[src/rtl/xm_mw_bypass_pkg.sv]
// Shared widths, select-bit positions and latch payload for the X/M and M/W bypass block.
package xm_mw_bypass_pkg;

    localparam int unsigned DataW    = 32;
    localparam int unsigned RegW     = 5;
    localparam int unsigned SelW     = 2;
    localparam int unsigned SelXm    = 0;
    localparam int unsigned SelMw    = 1;
    localparam int unsigned NumLanes = 2;

    localparam logic [RegW-1:0] RegZero = RegW'(0);

    typedef struct packed {
        logic            valid;
        logic            wen;
        logic            isLoad;
        logic [RegW-1:0] rd;
        logic [DataW-1:0] data;
    } latchEntry_t;

    // A latched entry that will really write src (never register 0).
    function automatic logic destHit(input latchEntry_t e, input logic [RegW-1:0] src);
        return e.valid && e.wen && (e.rd != RegZero) && (e.rd == src);
    endfunction

endpackage

[src/rtl/xm_mw_bypass_bypass_match.sv]
// Compares one D/X source register against the four latched destinations (own and other lane, X/M and M/W).
module bypass_match
    import xm_mw_bypass_pkg::*;
(
    input  logic [RegW-1:0] src,
    input  latchEntry_t     ownXm,
    input  latchEntry_t     ownMw,
    input  latchEntry_t     crossXm,
    input  latchEntry_t     crossMw,
    output logic [SelW-1:0] ownSel_c,
    output logic [SelW-1:0] crossSel_c,
    output logic            loadUse_c
);

    // A load still in X/M has no data yet: it stalls instead of forwarding.
    always_comb begin
        ownSel_c   = '0;
        crossSel_c = '0;
        loadUse_c  = 1'b0;

        ownSel_c[SelXm]   = destHit(ownXm, src) && !ownXm.isLoad;
        ownSel_c[SelMw]   = destHit(ownMw, src);
        crossSel_c[SelXm] = destHit(crossXm, src) && !crossXm.isLoad;
        crossSel_c[SelMw] = destHit(crossMw, src);

        loadUse_c = (destHit(ownXm, src) && ownXm.isLoad) ||
                    (destHit(crossXm, src) && crossXm.isLoad);
    end

endmodule

[src/rtl/xm_mw_bypass.sv]
// Dual-lane X/M and M/W pipeline latches with bypass selects, load-use stall and register-file write port.
module xm_mw_bypass
    import xm_mw_bypass_pkg::*;
(
    input  logic             clock,
    input  logic             reset,
    input  logic             ex_valid_top,
    input  logic             ex_valid_bot,
    input  logic [DataW-1:0] ex_result_top,
    input  logic [DataW-1:0] ex_result_bot,
    input  logic [RegW-1:0]  ex_rd_top,
    input  logic [RegW-1:0]  ex_rd_bot,
    input  logic             ex_wen_top,
    input  logic             ex_wen_bot,
    input  logic             ex_isLoad_top,
    input  logic             ex_isLoad_bot,
    input  logic [DataW-1:0] mem_rdata_top,
    input  logic [DataW-1:0] mem_rdata_bot,
    input  logic [RegW-1:0]  dx_rs_top,
    input  logic [RegW-1:0]  dx_rs_bot,
    input  logic [RegW-1:0]  dx_rt_top,
    input  logic [RegW-1:0]  dx_rt_bot,
    input  logic             hold,
    input  logic             flush,
    output logic [DataW-1:0] xmOVR_top,
    output logic [DataW-1:0] xmOVR_bot,
    output logic [DataW-1:0] mwOVR_top,
    output logic [DataW-1:0] mwOVR_bot,
    output logic [SelW-1:0]  overWriteRS_top,
    output logic [SelW-1:0]  overWriteRS_bot,
    output logic [SelW-1:0]  overWriteRT_top,
    output logic [SelW-1:0]  overWriteRT_bot,
    output logic [SelW-1:0]  cross_overWriteRS_top,
    output logic [SelW-1:0]  cross_overWriteRS_bot,
    output logic [SelW-1:0]  cross_overWriteRT_top,
    output logic [SelW-1:0]  cross_overWriteRT_bot,
    output logic [DataW-1:0] wb_data_top,
    output logic [DataW-1:0] wb_data_bot,
    output logic [RegW-1:0]  wb_rd_top,
    output logic [RegW-1:0]  wb_rd_bot,
    output logic             wb_wen_top,
    output logic             wb_wen_bot,
    output logic             loadUseStall
);

    latchEntry_t exTop, exBot;
    latchEntry_t xmTop, xmBot;
    latchEntry_t mwTop, mwBot;
    logic [2*NumLanes-1:0] loadUseVec;
    logic wbWenTopRaw, wbWenBotRaw;

    function automatic latchEntry_t toMw(input latchEntry_t xm, input logic [DataW-1:0] rdata);
        latchEntry_t e;
        e = xm;
        if (xm.isLoad) begin
            e.data = rdata;
        end
        return e;
    endfunction

    always_comb begin
        exTop = '{valid: ex_valid_top, wen: ex_wen_top, isLoad: ex_isLoad_top,
                  rd: ex_rd_top, data: ex_result_top};
        exBot = '{valid: ex_valid_bot, wen: ex_wen_bot, isLoad: ex_isLoad_bot,
                  rd: ex_rd_bot, data: ex_result_bot};
        if (flush) begin
            exTop.valid = 1'b0;
            exBot.valid = 1'b0;
        end
    end

    // Hold freezes both stages and overrides flush; flush only kills what enters X/M.
    always_ff @(posedge clock or negedge reset) begin
        if (!reset) begin
            xmTop <= '0;
            xmBot <= '0;
            mwTop <= '0;
            mwBot <= '0;
        end else if (!hold) begin
            xmTop <= exTop;
            xmBot <= exBot;
            mwTop <= toMw(xmTop, mem_rdata_top);
            mwBot <= toMw(xmBot, mem_rdata_bot);
        end
    end

    bypass_match u_rsTop (
        .src(dx_rs_top), .ownXm(xmTop), .ownMw(mwTop), .crossXm(xmBot), .crossMw(mwBot),
        .ownSel_c(overWriteRS_top), .crossSel_c(cross_overWriteRS_top), .loadUse_c(loadUseVec[0])
    );

    bypass_match u_rtTop (
        .src(dx_rt_top), .ownXm(xmTop), .ownMw(mwTop), .crossXm(xmBot), .crossMw(mwBot),
        .ownSel_c(overWriteRT_top), .crossSel_c(cross_overWriteRT_top), .loadUse_c(loadUseVec[1])
    );

    bypass_match u_rsBot (
        .src(dx_rs_bot), .ownXm(xmBot), .ownMw(mwBot), .crossXm(xmTop), .crossMw(mwTop),
        .ownSel_c(overWriteRS_bot), .crossSel_c(cross_overWriteRS_bot), .loadUse_c(loadUseVec[2])
    );

    bypass_match u_rtBot (
        .src(dx_rt_bot), .ownXm(xmBot), .ownMw(mwBot), .crossXm(xmTop), .crossMw(mwTop),
        .ownSel_c(overWriteRT_bot), .crossSel_c(cross_overWriteRT_bot), .loadUse_c(loadUseVec[3])
    );

    assign loadUseStall = |loadUseVec;

    assign xmOVR_top = xmTop.data;
    assign xmOVR_bot = xmBot.data;
    assign mwOVR_top = mwTop.data;
    assign mwOVR_bot = mwBot.data;

    assign wb_data_top = mwTop.data;
    assign wb_data_bot = mwBot.data;
    assign wb_rd_top   = mwTop.rd;
    assign wb_rd_bot   = mwBot.rd;

    // Same-register double write: the younger bot lane wins.
    assign wbWenTopRaw = mwTop.valid && mwTop.wen && (mwTop.rd != RegZero);
    assign wbWenBotRaw = mwBot.valid && mwBot.wen && (mwBot.rd != RegZero);
    assign wb_wen_bot  = wbWenBotRaw;
    assign wb_wen_top  = wbWenTopRaw && !(wbWenBotRaw && (mwBot.rd == mwTop.rd));

endmodule
[config.mk]
export PLATFORM = sky130hd
export DESIGN_NAME = xm_mw_bypass
export DESIGN_NICKNAME = d
export VERILOG_FILES = /design/src/rtl/xm_mw_bypass_pkg.sv /design/src/rtl/xm_mw_bypass_bypass_match.sv /design/src/rtl/xm_mw_bypass.sv
export SDC_FILE = /design/constraint.sdc
export NUM_CORES = 1
export LEC_CHECK = 0
export ABC_AREA = 1
export CORE_MARGIN = 2
export CORE_UTILIZATION = 28
export DETAILED_ROUTE_END_ITERATION = 10
export GPL_ROUTABILITY_DRIVEN = 0
export PLACE_DENSITY = 0.56
export SYNTH_ARGS = -nofsm -noshare
export SYNTH_HDL_FRONTEND = slang
export SYNTH_SLANG_ARGS = --single-unit
[constraint.sdc]
create_clock -name clock -period 1.7 [get_ports clock]
set_clock_uncertainty 0.1 [all_clocks]
set_input_delay 0.17 -clock clock [delete_from_list [all_inputs] [get_ports clock]]
set_output_delay 0.17 -clock clock [all_outputs]
set_load 0.01 [all_outputs]
==> results of run 1 <==
-- per-stage QoR --
stage	hold WS, ns	cell area [sq um]	power [W]
global placement	0.0362	12400	0.00804
detailed placement	0.0414	12400	0.00806
global route	0.138	13900	0.0133
CTS	0.133	13500	0.0127
floorplan	-0.226	9320	0.00667
finish	0.137	13900	0.0126
-- flip-flops by register name (all words and copies together), names as in the netlist --
register	cells
mwTop	2
mwBot	2
mwOVR_top	32
xmOVR_top	32
wb_rd_top	5
xmBot	8
xmOVR_bot	32
wb_rd_bot	5
xmTop	8
mwOVR_bot	32
-- routing by layer --
layer  global-route usage  up-vias  part of all wire
met5                    0        -                 0
li1                     -     3896                 -
met2                0.283      342              0.47
met4               0.0603        0             0.019
met3               0.0493       33             0.078
met1                0.224     3795              0.43
-- layout by cell type, fill, tap and decap left out, drive strengths merged --
master           n
inv             29
nand3           24
clkdlybuf4s50  264
nand4            7
nor2            96
dfrtp          158
dlygate4sd2     40
clkinvlp         2
clkdlybuf4s15    2
dlygate4sd3      2
o21ai           31
a21oi          128
xnor2           38
bufinv           5
dlymetal6s2s    61
nand2          318
buf            121
clkbuf          19
clkinv           7
a31oi            1
nor4             8
nor3             3
xor2            41
-- worst paths after layout --
path / from / to / slack, ns / depth (start not counted)
max in group asynchronous: reset / xmTop[35] / 0.72 / 3
setup / recovery: xmBot[32] / loadUseStall / -0.37 / 10
hold reg to reg: xmOVR_top[23] / xmOVR_top[23] / 0.40 / 2
hold / removal: reset / xmOVR_bot[3] / 0.14 / 2
min in group clock: ex_result_bot[29] / xmOVR_bot[29] / 0.16 / 3
setup reg to reg: xmBot[37] / mwOVR_bot[11] / 0.14 / 4
-- cells by family after synthesis --
kind of cell	share of synthesized area
flops	0.424
xor+xnor	0.0743
compound gates	0.0861
simple gates	0.194
buf+inv	0.221
-- cell type report --
cell class | count | area (sq um)
Clock buffer | 19 | 453
Inverter | 30 | 130
Clock inverter | 13 | 210
Tap cell | 442 | 553
Timing Repair Buffer | 490 | 4950
Multi-Input combinational cell | 695 | 3650
Sequential cell | 158 | 3980
Fill cell | 3266 | 18700
-- timing repair --
action,in CTS,in global routing
hold buffers,2,0
pin swaps,35,29
gates resized for setup,205,94
setup buffers,36,10
endpoints found under the setup margin,68,85
hold endpoints to repair,141,0
-- critical path: stages (launching register included) --
cell     delay, ns
dfrtp_2       0.47
buf_6         0.14
nor2_2        0.09
nand3_2       0.07
nand2_2       0.10
inv_4         0.06
nand4_1       0.10
nand2_1       0.06
nor2_1        0.09
nand2_1       0.07
buf_6         0.12
-- power groups by stage --
stage	Clock, W	Combinational (W)	Sequential, W
2_1_floorplan	0	0.00221	0.00446
3_3_place_gp	0	0.00334	0.00470
3_5_place_dp	0	0.00335	0.00471
4_1_cts	0.00446	0.00362	0.00461
5_1_grt	0.00463	0.00396	0.00466
6_report	0.00430	0.00368	0.00460
==> results.py, run 1 <==
metrics = {
    "place": {
        "io_buffers": 388,
        "preCtsSetupSlack_ns": -0.710,
        "dp_hpwl_um": 21500,
        "place_inst": 1768,
    },
    "cts": {
        "cts_sinks": 158,
        "clock_latency_ns": 0.43,
        "cts_tree": "built",
        "htree_levels": 4,
        "cts-root-buf": "clkbuf_16",
        "path_clk_slew_ns": 0.06,
        "clockBufferDepth": 2,
        "cts_buffers": 17,
    },
    "worst_setup_path": {
        "worst_setup_path_end_kind": "output pin",
        "critPathRequiredTime_ns": 1.43,
        "path_max_fanout": 6,
        "cp.arrival_ns": 1.80,
        "crit_type": "register to output pin",
        "critPathLaunchType": "register",
    },
    "logic_synthesis": {
        "ys_top_cells_by_area": "dfrtp_1, buf_4, nand2_1",
        "syn-cell-area_sq_um": 9320,
        "synthArstFlopShare": 1.00,
        "synth-edff-count": 0,
        "yosys.area.top_type_share": 0.424,
        "ys_warn_count": 0,
        "ys_seq_area_frac": 0.424,
        "postSynthNetCount": 1328,
        "synthCells": 1160,
        "synth.most_common_cell": "nand2_1",
        "synth_cell_types": 27,
        "yosys_most_used_dff": "dfrtp_1",
        "syn_avg_cell_area_sq_um": 8.03,
        "yosysTopAreaCell": "dfrtp_1",
        "synthTopCellsByCount": "nand2_1, buf_4, dfrtp_1",
        "synth-seq-cells": 158,
    },
    "status": {
        "violations": "setup timing",
        "status": "finished with violations",
    },
    "power": {
        "p_leak_nw": 6.80,
        "netSwitchingPower_w": 0.00370,
        "p_comb_frac": 0.292,
        "seqPwrFrac": 0.366,
        "p_clk_frac": 0.342,
        "ir_worst_vdd_v": 0.000675,
        "switching_share": 0.294,
        "pwr_density_cell_nw_per_um2": 904,
        "intPower_w": 0.00889,
    },
    "route": {
        "vias_per_cell": 4.37,
        "antenna_left": 0,
        "wl_um": 30800,
        "wire_per_inst_um": 16.7,
        "drc": 0,
        "drtIter0Drc": 300,
        "num_vias": 8066,
        "dr.pass1.iters": 4,
    },
    "global_route": {
        "grt_usage": 0.175,
        "grt_pass1_vias": 8124,
        "antenna_found_initial": 2,
        "grt_remaining_overflow": 0,
        "grt_max_degree": 70,
        "grt_first_pass_wirelength_um": 47700,
    },
    "timing": {
        "rsz0062_at_grt": "true",
        "maxSlewViolCount": 0,
        "period_share": 1.22,
        "max-slew-margin-rel": 0.705,
        "hold_viol": 0,
        "setup_violations": 19,
        "layout_min_cycle_time_ns": 2.07,
        "max_slew.worst_pin.slew_ns": 0.442,
        "setup_ws_ns": -0.366,
        "fmax_ghz": 0.484,
        "setup-tns-final_ns": -4.81,
    },
    "cells_and_area": {
        "n_antenna_cell": 0,
        "area_growth_pct": 49.5,
        "finalNetCount": 1560,
        "fin_cells": 1847,
        "postLayoutCoreUtil": 0.427,
        "drive_gt1_frac": 0.167,
    },
    "floorplan": {
        "dieHeight_um": 186,
        "die_w_um": 186,
        "fp-row-count": 66,
        "fp.dieArea_sq_um": 34700,
        "ioPinCount": 389,
        "initial_core_util": 0.286,
        "core_area_sq_um": 32600,
    },
    "flow_run": {
        "cap_violations": 0,
    },
    "hold_path": {
        "min_path_type": "input pin to async pin",
    },
}
Power figures use the tool's default switching activity.
==> run 2: changes to the inputs <==
--- a/config.mk
+++ b/config.mk
@@ -8,6 +8,7 @@
 export ABC_AREA = 1
 export CORE_MARGIN = 2
 export CORE_UTILIZATION = 28
+export CTS_BUF_LIST = sky130_fd_sc_hd__clkbuf_16
 export DETAILED_ROUTE_END_ITERATION = 10
 export GPL_ROUTABILITY_DRIVEN = 0
 export PLACE_DENSITY = 0.56
==> results.py, run 2 (synthesis gave the netlist of run 1 again) <==
metrics = {
    "status": {
        "status": "finished with violations",
        "violations": "setup timing",
    },
    "place": {
        "io_buffers": 388,
        "placed_area_sq_um": 12400,
        "dp_hpwl_um": 21500,
    },
    "timing": {
        "maxSlewViolCount": 0,
        "setup_ws_ns": -0.377,
        "max-slew-margin-rel": 0.702,
        "rsz0062_at_grt": "true",
        "layout_min_cycle_time_ns": 2.08,
        "max_slew.worst_pin.slew_ns": 0.445,
        "hold_viol": 0,
        "fmax_ghz": 0.481,
        "setup-tns-final_ns": -4.80,
        "period_share": 1.22,
        "setup_violations": 19,
    },
    "cells_and_area": {
        "drive_gt1_frac": 0.166,
        "finalNetCount": 1560,
        "final_cell_mix": "nand2_1, clkdlybuf4s50_1, dfrtp_1",
        "postLayoutCoreUtil": 0.426,
        "area_growth_pct": 49.2,
        "nFillCells": 3270,
        "n_antenna_cell": 0,
        "fin_area_sq_um": 13900,
        "mostFrequentLayoutCell": "nand2_1",
    },
    "global_route": {
        "grt_pass1_vias": 8121,
        "grt_first_pass_wirelength_um": 47700,
        "grt_max_degree": 70,
        "grt_remaining_overflow": 0,
        "grt_usage": 0.175,
        "antenna_found_initial": 2,
    },
    "power": {
        "p_leak_nw": 6.79,
        "pwr_density_cell_nw_per_um2": 898,
        "ir_worst_vdd_v": 0.000676,
    },
    "floorplan": {
        "core_area_sq_um": 32600,
        "fp-row-count": 66,
        "initial_core_util": 0.286,
        "dieHeight_um": 186,
        "fp.dieArea_sq_um": 34700,
        "ioPinCount": 389,
        "die_w_um": 186,
    },
    "worst_setup_path": {
        "path_max_fanout": 6,
        "cp.arrival_ns": 1.81,
        "critPathRequiredTime_ns": 1.43,
        "rrSetupSlack_ns": 0.13,
        "critPathLaunchType": "register",
        "crit_type": "register to output pin",
        "worst_setup_path_end_kind": "output pin",
    },
    "route": {
        "drc": 0,
        "wire_per_inst_um": 16.6,
        "drtIter0Drc": 312,
        "wl_um": 30800,
        "num_vias": 8061,
        "dr.pass1.iters": 5,
        "vias_per_cell": 4.36,
        "antenna_left": 0,
    },
    "hold_path": {
        "min_path_type": "input pin to async pin",
    },
    "flow_run": {
        "cap_violations": 0,
    },
    "cts": {
        "cts-root-buf": "clkbuf_16",
        "cts_buffers": 17,
        "clock_latency_ns": 0.43,
        "cts_tree": "built",
        "clockBufferDepth": 2,
        "cts_sinks": 158,
        "path_clk_slew_ns": 0.06,
        "htree_levels": 4,
    },
}
run 2: critical path, stage by stage, from the launching register on:
cell     delay (ns)
dfrtp_2        0.47
buf_6          0.14
nor2_2         0.09
nand3_2        0.07
nand2_2        0.10
inv_4          0.06
nand4_1        0.10
nand2_1        0.06
nor2_1         0.09
nand2_1        0.08
buf_6          0.12
run 2: worst paths after layout:
check	startpoint	to	cells past startpoint
worst max register to register	xmBot[37]	mwOVR_bot[11]	4
worst max-delay path	xmBot[32]	loadUseStall	10
worst min register to register	xmOVR_top[23]	xmOVR_top[23]	2
min in group clock	ex_result_bot[29]	xmOVR_bot[29]	3
max in group asynchronous	reset	xmTop[35]	3
worst min-delay path	reset	xmOVR_bot[3]	2
run 2: layout make-up:
cell class	count	area, sq um	area share
clock buffer	17	425	0.0306
clock inverter	15	218	0.0157
inverter	30	130	0.00936
multi-input combinational	695	3650	0.263
sequential	158	3980	0.286
tap	442	553	0.0398
timing repair buffer	490	4950	0.356
run 2: through the flow:
stage	total power (W)	hold WS (ns)	std cells	worst slack, ns
final	0.0125	0.138	1847	-0.377
after global routing	0.0132	0.138	1847	-0.512
after CTS	0.0126	0.133	1837	-0.391
after detailed placement	0.00806	0.0414	1768	-0.710
after global placement	0.00804	0.0362	1768	-0.691
after floorplan	0.00667	-0.226	1160	0.282
run 2: routing by layer:
layer | vias to the layer above | track usage | part of all wire
met5 | - | 0 | 0
met4 | 0 | 0.0603 | 0.019
met3 | 32 | 0.0493 | 0.080
met2 | 346 | 0.282 | 0.47
met1 | 3786 | 0.224 | 0.43
li1 | 3897 | - | -
run 2: what timing repair did:
item                       CTS  global route
setup endpoints to repair   68            86
hold buffers                 2             0
resized for setup          205            94
pin swaps                   35            29
buffers inserted            36            10
hold endpoints to repair   141             0
run 2: where the power goes:
group | internal [W] | switching, W | leakage (nW)
Combinational | 0.00202 | 0.00166 | 4.62
Clock | 0.00260 | 0.00161 | 0.308
Sequential | 0.00418 | 0.000423 | 1.87
